**config.mk**
```make
export PLATFORM = sky130hd
export DESIGN_NAME = drop_board_ctrl
export DESIGN_NICKNAME = d
export VERILOG_FILES = /design/src/rtl/drop_board_ctrl.sv
export SDC_FILE = /design/constraint.sdc
export NUM_CORES = 1
export LEC_CHECK = 0
export CAP_MARGIN = 20
export CORE_AREA = 4 4 215 217
export DETAILED_ROUTE_END_ITERATION = 6
export DIE_AREA = 0 0 219 221
export GPL_TIMING_DRIVEN = 0
export PLACE_DENSITY = 0.63
export SYNTH_ARGS = -nofsm -noshare
export SYNTH_HDL_FRONTEND = slang
export SYNTH_SLANG_ARGS = --single-unit
```
**constraint.sdc**
```tcl
create_clock -name clk -period 12.5 [get_ports clk]
set_clock_uncertainty 0.2 [all_clocks]
set_input_delay 2.5 -clock clk [delete_from_list [all_inputs] [get_ports clk]]
set_output_delay 2.5 -clock clk [all_outputs]
set_load 0.02 [all_outputs]
```
**src/rtl/drop_board_ctrl.sv**
```systemverilog
// Connect-Four drop board: per-column heights, per-cell owners, one-level undo,
// and registered red/green pixel planes for the 16x16 LED matrix.
module drop_board_ctrl #(
    parameter int COLS     = 8,
    parameter int ROWS     = 6,
    parameter int COL_OFS  = 4,
    parameter int ROW_BASE = 15,
    localparam int CW      = $clog2(COLS + 1),
    localparam int RW      = $clog2(ROWS + 1)
) (
    input  logic                 clk,
    input  logic                 reset,
    input  logic                 drop_valid,
    input  logic [CW-1:0]        drop_col,
    input  logic                 player,
    output logic                 drop_ready,
    input  logic                 undo_valid,
    output logic                 move_ok,
    output logic                 move_rej,
    output logic                 undo_done,
    output logic                 last_valid,
    output logic [CW-1:0]        last_col,
    output logic [RW-1:0]        last_row,
    output logic [COLS*RW-1:0]   heights,
    output logic                 board_full,
    output logic [15:0][15:0]    redpixels,
    output logic [15:0][15:0]    grnpixels
);

    localparam int CIW = (COLS > 1) ? $clog2(COLS) : 1;
    localparam int RIW = (ROWS > 1) ? $clog2(ROWS) : 1;

    typedef enum logic {PLAY, FULL} state_t;

    state_t                     state_q, state_d;
    logic [COLS-1:0][ROWS-1:0]  occ_q, occ_d, own_q, own_d;
    logic [COLS-1:0][RW-1:0]    hgt_q, hgt_d;
    logic [CW-1:0]              lcol_q, lcol_d;
    logic [RW-1:0]              lrow_q, lrow_d;
    logic                       lvld_q, lvld_d;
    logic                       ok_q, ok_d, rej_q, rej_d, undo_q, undo_d;
    logic                       full_q, full_d;
    logic [15:0][15:0]          red_q, red_d, grn_q, grn_d;

    logic [CIW-1:0]             dc, lc;
    logic [RIW-1:0]             dr, lr;
    logic                       take, legal;
    logic [15:0]                sum;

    // Undo outranks a drop in the same cycle by withholding ready.
    assign drop_ready = (state_q == PLAY) && !undo_valid;

    always_comb begin
        state_d = state_q;
        occ_d   = occ_q;
        own_d   = own_q;
        hgt_d   = hgt_q;
        lcol_d  = lcol_q;
        lrow_d  = lrow_q;
        lvld_d  = lvld_q;
        ok_d    = 1'b0;
        rej_d   = 1'b0;
        undo_d  = 1'b0;
        sum     = '0;
        dc      = drop_col[CIW-1:0];
        lc      = lcol_q[CIW-1:0];
        lr      = lrow_q[RIW-1:0];
        dr      = hgt_q[dc][RIW-1:0];
        take    = drop_valid && drop_ready;
        legal   = (drop_col < CW'(COLS)) && (hgt_q[dc] < RW'(ROWS));

        if (undo_valid && lvld_q) begin
            occ_d[lc][lr] = 1'b0;
            own_d[lc][lr] = 1'b0;
            hgt_d[lc]     = hgt_q[lc] - RW'(1);
            lvld_d        = 1'b0;
            undo_d        = 1'b1;
            state_d       = PLAY;
        end else if (take) begin
            if (legal) begin
                occ_d[dc][dr] = 1'b1;
                own_d[dc][dr] = player;
                hgt_d[dc]     = hgt_q[dc] + RW'(1);
                lcol_d        = drop_col;
                lrow_d        = hgt_q[dc];
                lvld_d        = 1'b1;
                ok_d          = 1'b1;
            end else begin
                rej_d = 1'b1;
            end
        end

        for (int c = 0; c < COLS; c++) sum = sum + 16'(hgt_d[c]);
        full_d = (sum == 16'(COLS * ROWS));
        if (ok_d && full_d) state_d = FULL;
    end

    // Pixel planes are built from the registered board, so they trail it by one edge.
    always_comb begin
        red_d = '0;
        grn_d = '0;
        for (int c = 0; c < COLS; c++) begin
            for (int r = 0; r < ROWS; r++) begin
                red_d[ROW_BASE-r][COL_OFS+c] = occ_q[c][r] && !own_q[c][r];
                grn_d[ROW_BASE-r][COL_OFS+c] = occ_q[c][r] &&  own_q[c][r];
            end
        end
    end

    always_ff @(posedge clk) begin
        if (reset) begin
            state_q <= PLAY;
            occ_q   <= '0;
            own_q   <= '0;
            hgt_q   <= '0;
            lcol_q  <= '0;
            lrow_q  <= '0;
            lvld_q  <= 1'b0;
            ok_q    <= 1'b0;
            rej_q   <= 1'b0;
            undo_q  <= 1'b0;
            full_q  <= 1'b0;
            red_q   <= '0;
            grn_q   <= '0;
        end else begin
            state_q <= state_d;
            occ_q   <= occ_d;
            own_q   <= own_d;
            hgt_q   <= hgt_d;
            lcol_q  <= lcol_d;
            lrow_q  <= lrow_d;
            lvld_q  <= lvld_d;
            ok_q    <= ok_d;
            rej_q   <= rej_d;
            undo_q  <= undo_d;
            full_q  <= full_d;
            red_q   <= red_d;
            grn_q   <= grn_d;
        end
    end

    assign move_ok    = ok_q;
    assign move_rej   = rej_q;
    assign undo_done  = undo_q;
    assign last_valid = lvld_q;
    assign last_col   = lcol_q;
    assign last_row   = lrow_q;
    assign heights    = hgt_q;
    assign board_full = full_q;
    assign redpixels  = red_q;
    assign grnpixels  = grn_q;

endmodule

```
==> flow_summary_export.csv, run 1 <==
group,metric,value,unit
timing,slew_violations,0,
timing,fin_crit_sh,82.2,%
worst_setup_path,endpoint_kind,"flip-flop",
layout,fin_area,0.0174,mm2
worst_setup_path,crit_fanout,10,
pwr,leakage,8.12,nW
layout,syn_to_final_growth,34.9,%
synthesis,yosysUniqueCellTypes,74,
cts,cts.sinks,229,
routing,num_vias,11500,
cts,numCtsBuffers,24,
cts,clk_latency,0.54,ns
timing,slew_headroom,32.8,%
timing,period_minus_slack,10.27,ns
cts,post_cts_buffers,0,
layout,layout.cells.most_common,"buf_4",
die,ioPinCount,558,
timing,finalSetupViolCount,0,
layout,final_cell_mix,"420 x buf_4, 416 x conb_1, 229 x dfxtp_1",
placed_design,portBuffers,136,
synthesis,yosys_warnings,0,
timing,rsz0062_at_grt,"no",
routing,drt_iter0_markers,1029,
die,die-area,0.0484,mm2
layout,drive_gt1_share,24.8,%
die,die_h,221,um
synthesis,synth_edf_count,0,
synthesis,async_flop_share,0,%
cts,clkTransAtPathRegs,0.07,ns
timing,worst_pin_slew,1.01,ns
global_routing,antenna_found_initial,0,
run,cap_violations,0,
global_routing,grt_pass1_wl,71000,um
worst_setup_path,path_class,"primary input to flip-flop",
placed_design,dp_hpwl,39100,um
cts,cts_tree,"built",
routing,drcViolationCount,0,
routing,viasPerCell,4.31,
synthesis,synth-main-ff-cell,"dfxtp_1",
worst_setup_path,worstPathRequired,12.79,ns
global_routing,grt_pass1_vias,11100,
routing,drtAntennaViolNets,0,
layout,final_nets,2082,
cts,cts_root_buf,"clkbuf_16",
routing,first_pass_iters,5,
die,rows,77,
synthesis,synthCells,1469,
layout,antenna_cells,0,
cts,cts-htree-levels,1,
worst_setup_path,critPathArrivalTime,10.56,ns
pwr,ir_drop,0.0947,mV
outcome,outcome,"completed",
pwr,power_density,105,mW/mm2
global_routing,grt_max_degree,16,
cts,cts_hold_repair.buffers,0,
routing,wl_per_cell,18.4,um
routing,wl,49000,um
placed_design,place_congestion,0.982,
placed_design,placed_cell_area,0.0165,mm2
min_path,hold_path.class,"flip-flop to flip-flop",
die,core_area,0.0441,mm2
synthesis,synth_seq_cells,229,
synthesis,synthesis.area,0.0129,mm2
timing,max_clock_freq,0.0974,GHz
timing,finalHoldViolations,0,
die,start_util,29.2,%
worst_setup_path,crit_path_start_kind,"primary input",
layout,fin_util,39.4,%
die,dieWidth,219,um
global_routing,gr-total-overflow,0,
pwr,totalPowerFinal,1.83,mW
global_routing,track_usage,19.1,%
cts,clockBufferDepth,3,
timing,timing.setup.tns,0,ns
cts,cts_resized,0,
synthesis,synth.avg_cell_area,8.77,um2
synthesis,yosysSeqAreaShare,35.6,%
==> state kept, by name, summed over array words and instances, names as in the netlist, 3 cells and up <==
name / flops
redpixels: 48
occ_q: 48
heights: 24
last_row: 3
own_q: 48
last_col: 4
grnpixels: 48
==> Yosys cell counts, types with 32 or more instances <==
| library cell | n | area share [%] |
|---|---|---|
| nand3_1 | 32 | 1.2 |
| o21ai_0 | 64 | 2.5 |
| nor2_1 | 74 | 2.2 |
| mux2i_1 | 36 | 2.8 |
| nor3_1 | 54 | 2.1 |
| dfxtp_1 | 229 | 36 |
| nand2_1 | 70 | 2.0 |
| buf_4 | 419 | 24 |
| nor3b_1 | 50 | 2.9 |
| and3_1 | 59 | 2.9 |
| a21oi_1 | 68 | 2.6 |
| clkbuf_1 | 62 | 1.8 |
==> power by group <==
| part | switching, mW | total [mW] | internal, mW |
|---|---|---|---|
| sequential | 0.00484 | 0.738 | 0.733 |
| clock | 0.318 | 0.743 | 0.425 |
| combinational | 0.224 | 0.345 | 0.121 |
| total | 0.546 | 1.83 | 1.28 |
==> layout make-up <==
class,count,area (um2)
Buffer,497,3460
Clock buffer,29,661
Clock inverter,15,160
Fill cell,4585,26700
Inverter,22,85.1
Multi-Input combinational cell,1136,6310
Sequential cell,229,4580
Tap cell,592,741
Timing Repair Buffer,138,1370
==> metrics by stage <==
stage / hold slack (ns) / cells / setup WS, ns
after global placement: 0.200 / 2612 / 1.80
after detailed placement: 0.201 / 2613 / 1.74
final: 0.217 / 2658 / 2.23
after floorplan: 0.193 / 1884 / 3.88
after global routing: 0.243 / 2658 / 1.77
after CTS: 0.217 / 2657 / 2.26
==> worst max-delay path, cell delays in order <==
cell and delay [ns]:
clkdlybuf4s50_1 0.46, buf_4 0.21, nand2b_1 0.14, mux4_2 0.45
and2_1 0.17, clkbuf_1 0.28, inv_2 0.30, buf_2 0.34
buf_2 0.39, ha_1 0.23, clkbuf_1 0.33, nand2_1 0.12
o21ai_0 0.27, nand3_1 0.18, and3_1 0.26, fa_1 0.49
fa_1 0.52, fa_1 0.54, fa_1 0.49, inv_1 0.07
ha_1 0.17, inv_1 0.06, fa_1 0.47, nor4b_1 0.24
o211ai_1 0.14, nor3_1 0.52, a22o_1 0.21
==> final timing paths <==
kind	startpoint	endpoint	slack [ns]	cells past startpoint
setup / recovery	drop_col[2]	state_q	2.23	27
hold reg to reg	own_q[46]	redpixels[187]	0.22	1
hold / removal	own_q[46]	redpixels[187]	0.22	1
setup reg to reg	heights[21]	state_q	4.48	25
==> kinds of logic (layout without fill, tap and decap cells) <==
| family | Yosys count | in the layout | synth area share (%) |
|---|---|---|---|
| and+or+nand+nor | 425 | 425 | 17.9 |
| adders and majority gates | 25 | 25 | 3.42 |
| buffers and inverters | 519 | 701 | 27.5 |
| muxes | 50 | 50 | 4.86 |
| DFF | 229 | 229 | 35.6 |
| other | 1 | 416 | 0.0291 |
| xor gates and xnor gates | 1 | 1 | 0.0680 |
| AOI/OAI and AO/OA | 219 | 219 | 10.6 |
==> layer usage <==
layer	part of all wire (%)	global-route usage, %	up-vias
met5	0	0	-
met4	4.5	8.28	0
met3	8.0	2.95	138
met2	51	35.0	624
met1	36	21.6	5328
li1	-	-	5364
No activity file was read; power rests on OpenSTA's default activity.
==> run 2, diff against run 1 <==
Settings changed: CORE_AREA 4 4 215 217 to 4 4 216 218, DIE_AREA 0 0 219 221 to 0 0 220 222, PLACE_DENSITY 0.63 to 0.65.
Clock period 12.5 ns to 8.9 ns, I/O delays scaled along.
==> flow_summary_export.csv, run 2 (synthesis gave the netlist of run 1 again) <==
group,metric,value,unit
outcome,outcome,"complete, but fails checks",
outcome,violations,"design-rule violations",
routing,viasPerCell,4.25,
layout,fin_area,0.0174,mm2
layout,drive_gt1_share,24.7,%
worst_setup_path,critPathBufInv,6,
routing,wl_per_cell,18.2,um
layout,fillers,4553,
die,die_h,222,um
pwr,totalPowerFinal,2.56,mW
worst_setup_path,cpMostUsedCell,"fa_1",
timing,finalHoldViolations,0,
placed_design,place_inst,2620,
cts,cts_tree,"built",
worst_setup_path,crit_path_cell_trace,"clkdlybuf4s50_1 -> buf_4 -> nand2b_1 -> mux4_2 -> and2_1 -> clkinv_4 -> buf_4 -> ha_2 -> nand2_1 -> o21ai_1 -> nand3_1 -> and3_1 -> fa_1 -> fa_1 -> fa_1 -> fa_1 -> inv_1 -> ha_1 -> inv_1 -> fa_1 -> nor4b_1 -> o211ai_1 -> nor3_4 -> a22o_1",
worst_setup_path,crit_path_start_kind,"primary input",
global_routing,grt_max_degree,17,
timing,slew_headroom,18.1,%
cts,cts_hold_repair.buffers,0,
run,cap_violations,0,
timing,hold_ws,0.212,ns
timing,fin_crit_sh,95.1,%
timing,rsz0062_at_grt,"no",
die,rows,78,
worst_setup_path,worstPathRequired,9.16,ns
layout,layout.cells.most_common,"buf_4",
worst_setup_path,cp_slowest_stage_delay,0.53,ns
timing,period_minus_slack,8.46,ns
routing,drt_iter0_markers,983,
die,start_util,28.7,%
worst_setup_path,crit_fanout,19,
global_routing,grt_pass1_vias,11000,
layout,final_nets,2078,
timing,finalSetupViolCount,0,
die,dieWidth,220,um
cts,clk_latency,0.52,ns
cts,clockBufferDepth,3,
routing,wl,48600,um
worst_setup_path,endpoint_kind,"flip-flop",
routing,drcViolationCount,4,
layout,final_cell_count_no_fill,2661,
cts,cts-htree-levels,1,
layout,ff_latch_area,0.00458,mm2
routing,num_vias,11300,
cts,cts_root_buf,"clkbuf_16",
placed_design,portBuffers,136,
placed_design,dp_hpwl,38500,um
worst_setup_path,cp_top_family,"adder cells",
placed_design,place_congestion,0.981,
timing,max_clock_freq,0.118,GHz
layout,final_cell_mix,"420 x buf_4, 416 x conb_1, 229 x dfxtp_1",
die,ioPinCount,558,
pwr,leakage,8.11,nW
global_routing,track_usage,18.6,%
routing,first_pass_iters,7,
global_routing,grt_pass1_wl,70000,um
timing,slew_violations,0,
cts,clkTransAtPathRegs,0.06,ns
cts,cts.sinks,229,
worst_setup_path,slowest_stage,"fa_1",
layout,antenna_cells,0,
die,core_area,0.0449,mm2
placed_design,placed_cell_area,0.0166,mm2
pwr,ir_drop,0.116,mV
cts,numCtsBuffers,24,
die,die-area,0.0488,mm2
worst_setup_path,path_class,"primary input to flip-flop",
cts,post_cts_buffers,0,
worst_setup_path,critPathArrivalTime,8.72,ns
pwr,power_density,147,mW/mm2
routing,drtAntennaViolNets,0,
timing,worst_pin_slew,1.23,ns
layout,syn_to_final_growth,34.9,%
global_routing,gr-total-overflow,0,
global_routing,antenna_found_initial,1,
min_path,hold_path.class,"flip-flop to flip-flop",
layout,multi_input_comb_area,0.00633,mm2
run 2: worst paths after layout:
kind	start	to	slack, ns	cells past startpoint
setup reg to reg	last_col[2]	state_q	1.40	21
setup / recovery	drop_col[2]	state_q	0.44	24
hold reg to reg	own_q[34]	redpixels[185]	0.21	1
hold / removal	own_q[34]	redpixels[185]	0.21	1
run 2: through the flow:
stage | utilization [%] | worst slack, ns | setup TNS (ns)
2_1_floorplan | - | 0.999 | 0
3_3_place_gp | 36.9 | -1.24 | -2.39
3_5_place_dp | 36.9 | -1.22 | -2.32
4_1_cts | 38.7 | 0.0217 | 0
5_1_grt | 38.7 | 0.128 | 0
6_report | 38.7 | 0.435 | 0
run 2: where the power goes:
part	switching, mW	internal, mW
registers	0.00705	1.03
logic	0.313	0.170
clock network	0.439	0.596
run 2: timing repair:
action | 4_1_cts | 5_1_grt
gates resized for setup | 5 | 3
cloned | 0 | 0
endpoints found under the setup margin | 2 | 2
run 2: cell type report:
type                            instances  area share (%)
Timing Repair Buffer                  137            7.86
Buffer                                494            19.8
Tap cell                              600            4.32
Sequential cell                       229            26.4
Clock buffer                           31            3.84
Clock inverter                         12           0.828
Multi-Input combinational cell       1136            36.4
Inverter                               22           0.518
run 2: metal layers:
layer  up-vias  share of wire (%)  routed length [um]  GRT usage, %
met4         2                4.5                2200          7.74
li1       5356                  -                   -             -
met2       587                 51               24600          33.1
met1      5245                 37               18000          22.0
met3       125                7.8                3780          3.25
met5         -              0.027                  13             0
==> run 3, diff against run 2 <==
Settings changed: ABC_AREA set to 1, CORE_AREA 4 4 216 218 to 4 4 212 214, DIE_AREA 0 0 220 222 to 0 0 216 218, PLACE_DENSITY 0.65 to 0.68, SLEW_MARGIN set to 20.
==> flow_summary_export.csv, run 3 <==
group,metric,value,unit
cts,clockBufferDepth,3,
routing,drt_iter0_markers,1100,
worst_setup_path,path_class,"primary input to flip-flop",
synthesis,yosysSeqAreaShare,34.0,%
timing,slew_headroom,33.2,%
synthesis,synth_edf_count,0,
timing,slew_violations,0,
pwr,power_density,150,mW/mm2
layout,multi_input_comb_area,0.00640,mm2
timing,rsz0062_at_grt,"no",
layout,syn_to_final_growth,33.5,%
min_path,min_to,"redpixels[250]",
worst_setup_path,r2r-start,"last_col[0]",
timing,finalHoldViolations,0,
min_path,hold_depth,1,
worst_setup_path,critPathArrivalTime,8.60,ns
synthesis,synth.most_common_cell,"buf_4",
pwr,totalPowerFinal,2.70,mW
synthesis,yosysTopAreaCell,"dfxtp_1",
cts,cts_root_buf,"clkbuf_16",
cts,clkTransAtPathRegs,0.06,ns
global_routing,grt_max_degree,15,
routing,drtAntennaViolNets,0,
outcome,outcome,"completed",
cts,cts_hold_repair.buffers,0,
synthesis,async_flop_share,0,%
die,rows,76,
layout,final_nets,2488,
placed_design,dp_hpwl,39200,um
timing,period_minus_slack,8.35,ns
global_routing,antenna_found_initial,0,
die,core_area,0.0429,mm2
timing,worst_pin_slew,0.998,ns
cts,cts.sinks,229,
worst_setup_path,slowest_stage,"nand4_1",
die,start_util,31.4,%
routing,first_pass_iters,5,
synthesis,synth.avg_cell_area,7.19,um2
layout,ff_latch_area,0.00458,mm2
pwr,leakage,8.68,nW
layout,layout.cells.most_common,"buf_4",
die,dieWidth,216,um
synthesis,yosys_warnings,0,
worst_setup_path,cp_slowest_stage_delay,0.83,ns
cts,cts_tree,"built",
worst_setup_path,critPathBufInv,4,
timing,timing.setup.tns,0,ns
timing,fin_crit_sh,93.8,%
synthesis,synth_seq_cells,229,
worst_setup_path,crit_path_start_kind,"primary input",
cts,cts_resized,0,
synthesis,yosysTopAreaCellShare,34.0,%
synthesis,yosysUniqueCellTypes,42,
worst_setup_path,r2r_setup_slack,1.58,ns
routing,wl,49300,um
routing,wl_per_cell,16.1,um
min_path,hold_path.class,"flip-flop to flip-flop",
pwr,ir_drop,0.112,mV
global_routing,grt_pass1_wl,71800,um
worst_setup_path,endpoint_kind,"flip-flop",
synthesis,yosys-top-cells-area,"dfxtp_1 34%, buf_4 24%, nor2_1 8.7%, nand2_1 6.5%, inv_1 4.5%",
placed_design,portBuffers,141,
synthesis,synth-main-ff-cell,"dfxtp_1",
timing,finalSetupViolCount,0,
layout,drive_gt1_share,20.4,%
worst_setup_path,cpMostUsedCell,"fa_1",
timing,max_clock_freq,0.120,GHz
worst_setup_path,worstPathRequired,9.15,ns
worst_setup_path,crit_path_cell_trace,"clkdlybuf4s50_1 -> nor2_1 -> inv_1 -> nor2_1 -> nand4_1 -> nand2_1 -> nand3_1 -> nand2_1 -> fa_1 -> fa_1 -> fa_1 -> fa_1 -> inv_1 -> ha_1 -> inv_1 -> fa_1 -> xnor2_1 -> nand4_1 -> a211oi_1 -> a22o_1",
die,die_h,218,um
worst_setup_path,crit_fanout,8,
die,die-area,0.0471,mm2
die,ioPinCount,558,
synthesis,synthesis.area,0.0135,mm2
placed_design,place_congestion,1.01,
synthesis,synthCells,1873,
routing,viasPerCell,4.20,
cts,clk_latency,0.52,ns
routing,num_vias,12800,
cts,post_cts_buffers,0,
worst_setup_path,r2r_end,"state_q",
global_routing,gr-total-overflow,0,
min_path,hold_start,"own_q[36]",
layout,fillers,4396,
run,cap_violations,0,
layout,antenna_cells,0,
worst_setup_path,cp_top_family,"adder cells",
global_routing,track_usage,19.5,%
routing,drcViolationCount,0,
synthesis,synth_common_cells,"422 x buf_4, 312 x nor2_1, 234 x nand2_1",
layout,final_cell_mix,"422 x buf_4, 416 x conb_1, 310 x nor2_1",
cts,numCtsBuffers,23,
cts,cts-htree-levels,1,
global_routing,grt_pass1_vias,12300,
worst_setup_path,r2r_cells,24,
run 3: metrics by stage:
| stage | hold slack (ns) | utilization, % | instances | cell area (um2) | setup WS [ns] |
|---|---|---|---|---|---|
| CTS | 0.212 | 42.0 | 3055 | 18000 | 0.651 |
| global route | 0.215 | 42.0 | 3055 | 18000 | 0.339 |
| finish | 0.209 | 42.0 | 3055 | 18000 | 0.555 |
| global placement | 0.200 | 40.0 | 3014 | 17200 | 0.189 |
| floorplan | 0.192 | - | 2288 | 15000 | 2.18 |
| detailed placement | 0.201 | 40.1 | 3014 | 17200 | 0.156 |
run 3: cells by family (layout without fill, tap and decap cells):
logic type	after synthesis	after routing	synth area share, %
simple gates	742	742	23.8
buf+inv	653	835	30.1
flops	229	229	34.0
compound gates	222	222	8.72
fa+ha+maj	25	25	3.27
other cells	1	416	0.0278
xor+xnor	1	1	0.0650
run 3: cell type report:
cell class              instances  share of cell area (%)
inverters                     171                    3.57
clock inverters                12                    1.07
clock buffers                  29                    3.44
plain buffers                 482                    19.0
repair buffers                141                    7.84
multi-input cells            1406                    35.6
well taps                     585                    4.07
flip-flops and latches        229                    25.5
run 3: power breakdown:
group | switching [mW] | internal (mW) | total [mW]
Sequential | 0.0120 | 1.03 | 1.05
Clock | 0.412 | 0.638 | 1.05
Combinational | 0.396 | 0.206 | 0.602
run 3: how the worst max path moves through the flow:
stage	slack, ns	endpoint	cells past startpoint	start
CTS	0.65	state_q	20	drop_col[1]
global placement	0.19	state_q	20	drop_col[1]
finish	0.55	state_q	20	drop_col[1]
detailed placement	0.16	state_q	20	drop_col[1]
floorplan	2.18	state_q	20	undo_valid
global route	0.34	state_q	20	drop_col[1]
run 3: worst register-to-register path: cells and delay by family, from the launching register on:
family	cells	cell delay, ns
AOI/OAI and AO/OA	5	1.50
xor gates and xnor gates	1	0.19
adders and majority gates	7	2.85
buffers and inverters	6	1.04
DFF	1	0.55
and+or+nand+nor	5	0.97
run 3: metal layers:
metal | track usage (%) | vias up | routed length [um]
li1 | - | 6245 | -
met1 | 22.6 | 5800 | 18100
met2 | 35.7 | 661 | 25000
met4 | 7.13 | 0 | 1860
met3 | 3.75 | 125 | 4420
met5 | 0 | - | 0
